[src/rtl/axis_pkt_gen_pkg.sv]
// Shared types and default widths for the AXI-Stream packet generator.
// Widths match the FIFO wrapper the generator usually feeds.
package axis_pkt_gen_pkg;

    typedef enum logic [1:0] {
        IDLE = 2'd0,
        SEND = 2'd1,
        GAP  = 2'd2
    } state_t;

    localparam int DEF_WIDTH_TDATA = 16;
    localparam int DEF_WIDTH_TUSER = 4;
    localparam int DEF_MAX_LEN     = 1024;

endpackage

[src/rtl/axis_pkt_gen.sv]
// AXI-Stream test-traffic source: framed packets, incrementing tdata, packet-indexed tuser.
// Latency: start at cycle N gives the first valid beat at N+1; one beat per cycle while tready is high.
// Backpressure: beats are held stable until accepted; tvalid is a pure state decode, never a function of tready.
module axis_pkt_gen
    import axis_pkt_gen_pkg::*;
#(
    parameter int WIDTH_TDATA = DEF_WIDTH_TDATA,
    parameter int WIDTH_TUSER = DEF_WIDTH_TUSER,
    parameter int MAX_LEN     = DEF_MAX_LEN,
    parameter int WIDTH_LEN   = $clog2(MAX_LEN + 1)
) (
    input  logic                   clk,
    input  logic                   rst,
    input  logic                   cfg_start,
    input  logic                   cfg_stop,
    input  logic [WIDTH_LEN-1:0]   cfg_len,
    input  logic [15:0]            cfg_num_pkts,
    input  logic [7:0]             cfg_gap,
    input  logic [WIDTH_TDATA-1:0] cfg_seed,
    output logic                   busy,
    output logic                   done,
    output logic [15:0]            pkt_cnt,
    output logic                   axis_m_tvalid,
    output logic [WIDTH_TDATA-1:0] axis_m_tdata,
    output logic [WIDTH_TUSER-1:0] axis_m_tuser,
    output logic                   axis_m_tlast,
    input  logic                   axis_m_tready
);

    state_t                 state_q, nxt_state;
    logic [WIDTH_LEN-1:0]   len_q;
    logic [WIDTH_LEN-1:0]   beat_q;
    logic [15:0]            num_q;
    logic [7:0]             gap_q;
    logic [7:0]             gap_cnt_q;
    logic [WIDTH_TDATA-1:0] data_q;
    logic [15:0]            pkt_cnt_q;
    logic                   stop_q;
    logic                   last_q;
    logic                   done_q;

    logic [WIDTH_LEN-1:0]   len_in;
    logic                   start_ok;
    logic                   beat_hs;
    logic                   pkt_end;
    logic                   num_hit;
    logic                   end_run;
    logic [15:0]            pkt_cnt_inc;
    logic                   nxt_is_last;

    assign len_in      = (cfg_len > WIDTH_LEN'(MAX_LEN)) ? WIDTH_LEN'(MAX_LEN) : cfg_len;
    assign start_ok    = cfg_start && (cfg_len != '0);
    assign beat_hs     = (state_q == SEND) && axis_m_tready;
    assign pkt_end     = beat_hs && last_q;
    // 17-bit compare so a saturated counter can never alias onto num_q
    assign num_hit     = (num_q != 16'd0) && (({1'b0, pkt_cnt_q} + 17'd1) == {1'b0, num_q});
    // a stop arriving on the tlast handshake itself still ends the run
    assign end_run     = stop_q || cfg_stop || num_hit;
    assign pkt_cnt_inc = (pkt_cnt_q == 16'hFFFF) ? pkt_cnt_q : pkt_cnt_q + 16'd1;
    assign nxt_is_last = ((WIDTH_LEN+1)'(beat_q) + (WIDTH_LEN+1)'(2)) == (WIDTH_LEN+1)'(len_q);

    always_comb begin
        nxt_state = state_q;
        case (state_q)
            IDLE: begin
                if (start_ok) nxt_state = SEND;
            end
            SEND: begin
                if (pkt_end) begin
                    if (end_run)              nxt_state = IDLE;
                    else if (gap_q != 8'd0)   nxt_state = GAP;
                    else                      nxt_state = SEND;
                end
            end
            GAP: begin
                if (stop_q || cfg_stop)       nxt_state = IDLE;
                else if (gap_cnt_q == 8'd1)   nxt_state = SEND;
            end
            default: nxt_state = IDLE;
        endcase
    end

    always_ff @(posedge clk or negedge rst) begin
        if (!rst) begin
            state_q   <= IDLE;
            len_q     <= '0;
            beat_q    <= '0;
            num_q     <= '0;
            gap_q     <= '0;
            gap_cnt_q <= '0;
            data_q    <= '0;
            pkt_cnt_q <= '0;
            stop_q    <= 1'b0;
            last_q    <= 1'b0;
            done_q    <= 1'b0;
        end else begin
            state_q <= nxt_state;
            done_q  <= (state_q != IDLE) && (nxt_state == IDLE);
            case (state_q)
                IDLE: begin
                    stop_q <= 1'b0;
                    if (start_ok) begin
                        len_q     <= len_in;
                        num_q     <= cfg_num_pkts;
                        gap_q     <= cfg_gap;
                        data_q    <= cfg_seed;
                        beat_q    <= '0;
                        pkt_cnt_q <= 16'd0;
                        last_q    <= (len_in == WIDTH_LEN'(1));
                    end
                end
                SEND: begin
                    if (cfg_stop) stop_q <= 1'b1;
                    if (beat_hs) begin
                        data_q <= data_q + WIDTH_TDATA'(1);
                        if (last_q) begin
                            beat_q    <= '0;
                            last_q    <= (len_q == WIDTH_LEN'(1));
                            pkt_cnt_q <= pkt_cnt_inc;
                            gap_cnt_q <= gap_q;
                        end else begin
                            beat_q <= beat_q + WIDTH_LEN'(1);
                            last_q <= nxt_is_last;
                        end
                    end
                end
                GAP: begin
                    gap_cnt_q <= gap_cnt_q - 8'd1;
                end
                default: ;
            endcase
        end
    end

    always_comb begin
        busy          = (state_q != IDLE);
        done          = done_q;
        pkt_cnt       = pkt_cnt_q;
        axis_m_tvalid = (state_q == SEND);
        axis_m_tdata  = data_q;
        axis_m_tuser  = pkt_cnt_q[WIDTH_TUSER-1:0];
        axis_m_tlast  = last_q;
    end

endmodule

[config.mk]
export PLATFORM = sky130hd
export DESIGN_NAME = axis_pkt_gen
export DESIGN_NICKNAME = d
export VERILOG_FILES = /design/src/rtl/axis_pkt_gen_pkg.sv /design/src/rtl/axis_pkt_gen.sv
export SDC_FILE = /design/constraint.sdc
export NUM_CORES = 1
export LEC_CHECK = 0
export ABC_CLOCK_PERIOD_IN_PS = 2900
export CORE_MARGIN = 1.5
export CORE_UTILIZATION = 41
export DETAILED_ROUTE_END_ITERATION = 8
export PLACE_DENSITY = 0.63
export SETUP_SLACK_MARGIN = 0.1
export SYNTH_ARGS = -nofsm -noshare
export SYNTH_HDL_FRONTEND = slang
export SYNTH_SLANG_ARGS = --single-unit
[constraint.sdc]
create_clock -name clk -period 2.9 [get_ports clk]
set_input_delay 0.58 -clock clk [delete_from_list [all_inputs] [get_ports clk]]
set_output_delay 0.58 -clock clk [all_outputs]
set_load 0.02 [all_outputs]
==> impl_metrics.yaml, run 1 <==
floorplan:
  dieWidth_um: 120
  die_area_sq_um: 14300
  initial_utilization: 0.420
  die_y_um: 120
  rows: 42
  io_pins: 96
  coreArea_sq_um: 13300
global_routing:
  track_usage: 0.214
  antenna_found_initial: 0
  grt_pass1_wl_um: 24700
  overflow: 0
  grt_max_degree: 41
  grt_pass1_vias: 4894
setup_path:
  cp-start-kind: "register"
  crit_family: "compound AO/OA/AOI/OAI gates"
  reg2reg_depth: 6
  critPathMaxStageDelay_ns: 0.58
  timing.rr.start: "pkt_cnt[2]"
  path_cells: "nand3_2 > nor2_1 > nand4_1 > a2111oi_0 > o2111ai_1 > a2bb2oi_1"
  critPathCaptureType: "register"
  cp.arrival_ns: 2.79
  r2r_setup_slack_ns: 0.35
  r2r_end: "state_q[0]"
  crit_path_top_delay_cell: "dfrtp_1"
  critical_path_buf_inv_count: 0
  critPathKind: "register to register"
  cp_max_fo: 12
  required_ns: 3.14
timing:
  slew_viol_final: 0
  setup_tns_ns: 0
  slew_headroom: 0.570
  finalClockSkew_ns: 0.00971
  setup_violations: 0
  fin_crit_ns: 2.55
  max_freq_ghz: 0.393
  hold_viol: 0
  finalCritPeriodShare: 0.878
  tightest_slew_ns: 0.645
  rsz0062_at_grt: "no"
logic_synthesis:
  synth-async-reset-ratio: 1.00
  synth_mux_area_frac: 0.0576
  synth_compound_area_frac: 0.212
  yosys-top-cells-count: "91 x dfrtp_1, 63 x nand2_1, 58 x a21oi_1"
  yosys.area_share.adder: 0.0134
  synth_ff_type: "dfrtp_1"
  synth_area_sq_um: 5590
  yosys_warnings: 0
  synth_top_area_share: 0.408
  synth_most_common_cell: "dfrtp_1"
  ys_types: 77
  synth_area_leaders: "dfrtp_1 41%, a21oi_1 5.2%, mux2_2 5.0%"
  synth_xor_area_frac: 0.0466
  synth_seq_cells: 91
  syn-num-nets: 690
  yosys.area_share.simple: 0.213
  yosysSeqAreaShare: 0.408
  yosysTopAreaCell: "dfrtp_1"
  synth_cells: 628
  synth_top_family_by_area: "simple AND/OR/NAND/NOR gates"
  avgSynthCellArea_sq_um: 8.90
  synth-edff-count: 0
routing:
  wl_per_cell_um: 16.7
  drc: 0
  drtPass1Iterations: 6
  vias: 5176
  avgViaCountPerCell: 5.80
  drt_iter0_markers: 311
  wl_um: 14900
  ant_nets: 0
clock_network:
  cts_resized: 0
  path_clk_slew_ns: 0.07
  clock_latency_ns: 0.36
  htree_num_levels: 3
  ctsRootBufferMaster: "clkbuf_16"
  cts_inserted_buffers: 9
  tritoncts: "built"
  cts_buffer_depth: 2
  hold_buffers: 0
  cts_sinks: 91
  post_cts_buffers: 0
final_layout:
  diodes: 0
  fillers: 1254
  syn_to_final_growth_pct: 26.3
  drive_above_1_share: 0.106
  nNetsFinal: 774
pwr:
  design_power_total_mw: 6.44
  powerDensity_nw_per_um2: 913
  p_leak_nw: 2.77
  ir_worst_vdd_mv: 0.571
placed_design:
  place.gp.congestion: 0.867
  hpwl_um: 10700
  io_buffers: 95
status:
  outcome: "completed"
run:
  drv_cap: 0
min_path:
  hold_path_class: "input pin to async pin"
[logic make-up (layout without fill, tap and decap cells)]
| family | after synthesis | in the layout |
|---|---|---|
| compound gates | 190 | 190 |
| xor+xnor | 28 | 28 |
| fa+ha+maj | 6 | 6 |
| buf+inv | 59 | 148 |
| flops | 91 | 91 |
| mux | 29 | 29 |
| simple gates | 225 | 225 |
[metrics by stage]
| step | area [sq um] | worst slack, ns | util | std cells | hold slack (ns) |
|---|---|---|---|---|---|
| floorplan | 5590 | 0.611 | - | 628 | 0.284 |
| global placement | 6710 | 0.170 | 0.505 | 877 | 0.490 |
| detailed placement | 6710 | 0.120 | 0.505 | 877 | 0.494 |
| CTS | 7060 | 0.311 | 0.531 | 893 | 0.227 |
| global route | 7060 | 0.102 | 0.531 | 893 | 0.245 |
| finish | 7060 | 0.352 | 0.531 | 893 | 0.212 |
[cells in the final DEF, fill, tap and decap left out, drive strengths merged, types with 6 or more instances in the layout]
master / synthesis / routed
nand2b: 10 / 10
xnor2: 11 / 11
nand2: 63 / 63
mux2: 25 / 25
a21oi: 58 / 58
or3: 6 / 6
clkbuf: 16 / 9
o21ai: 58 / 58
o31ai: 12 / 12
nor3: 15 / 15
dfrtp: 91 / 91
nor4: 13 / 13
a31oi: 11 / 11
nand3: 24 / 24
inv: 19 / 22
nor2: 44 / 44
ha: 6 / 6
nand4: 15 / 15
xor2: 16 / 16
clkdlybuf4s50: 0 / 94
buf: 24 / 19
and3: 10 / 10
[how the worst max path moves through the flow]
stage / start / endpoint / depth (start not counted)
floorplan: pkt_cnt[0] / state_q[0] / 8
global placement: cfg_len[5] / beat_q[5] / 8
detailed placement: cfg_len[5] / beat_q[5] / 8
CTS: pkt_cnt[1] / state_q[0] / 7
global route: pkt_cnt[1] / state_q[0] / 7
finish: pkt_cnt[2] / state_q[0] / 6
[sequential cells by signal, summed over array words and instances, names as in the netlist]
signal and flops:
gap_q 8, len_q 11, done 1, axis_m_tlast 1
gap_cnt_q 8, state_q 2, num_q 16, beat_q 11
axis_m_tdata 16, stop_q 1, pkt_cnt 16
[cell type report]
class / count / area [sq um] / area share
multi-input combinational: 478 / 3030 / 0.430
inverter: 19 / 71.3 / 0.0101
tap: 176 / 220 / 0.0312
clock inverter: 7 / 121 / 0.0172
sequential: 91 / 2280 / 0.323
timing repair buffer: 113 / 1110 / 0.157
clock buffer: 9 / 225 / 0.0319
[routing by layer]
metal / share of wire / vias up / wire length, um / GRT usage
li1: - / 2478 / - / -
met3: 0.040 / 21 / 592 / 0.0290
met4: 0.019 / 0 / 279 / 0.0833
met5: 0 / - / 0 / 0
met2: 0.47 / 156 / 7020 / 0.343
met1: 0.47 / 2521 / 7010 / 0.296
[power by group]
group          switching, mW  total [mW]  internal, mW
Sequential             0.566        2.30          1.74
Combinational           1.49        2.75          1.26
Clock                  0.540        1.39         0.851
Total                   2.60        6.44          3.84
Power figures use the tool's default switching activity.
==> run 2: changes to the inputs <==
--- a/config.mk
+++ b/config.mk
@@ -11,6 +11,7 @@
 export DETAILED_ROUTE_END_ITERATION = 8
 export PLACE_DENSITY = 0.63
 export SETUP_SLACK_MARGIN = 0.1
+export SKIP_LAST_GASP = 1
 export SYNTH_ARGS = -nofsm -noshare
 export SYNTH_HDL_FRONTEND = slang
 export SYNTH_SLANG_ARGS = --single-unit
==> results of run 2 <==
No change in the layout: final DEF, timing and power equal those of run 1.
==> run 3: changes to the inputs <==
--- a/config.mk
+++ b/config.mk
@@ -12,6 +12,7 @@
 export PLACE_DENSITY = 0.63
 export SETUP_SLACK_MARGIN = 0.1
 export SKIP_LAST_GASP = 1
+export SLEW_MARGIN = 30
 export SYNTH_ARGS = -nofsm -noshare
 export SYNTH_HDL_FRONTEND = slang
 export SYNTH_SLANG_ARGS = --single-unit
==> results of run 3 <==
No change in the layout: final DEF, timing and power equal those of run 1.
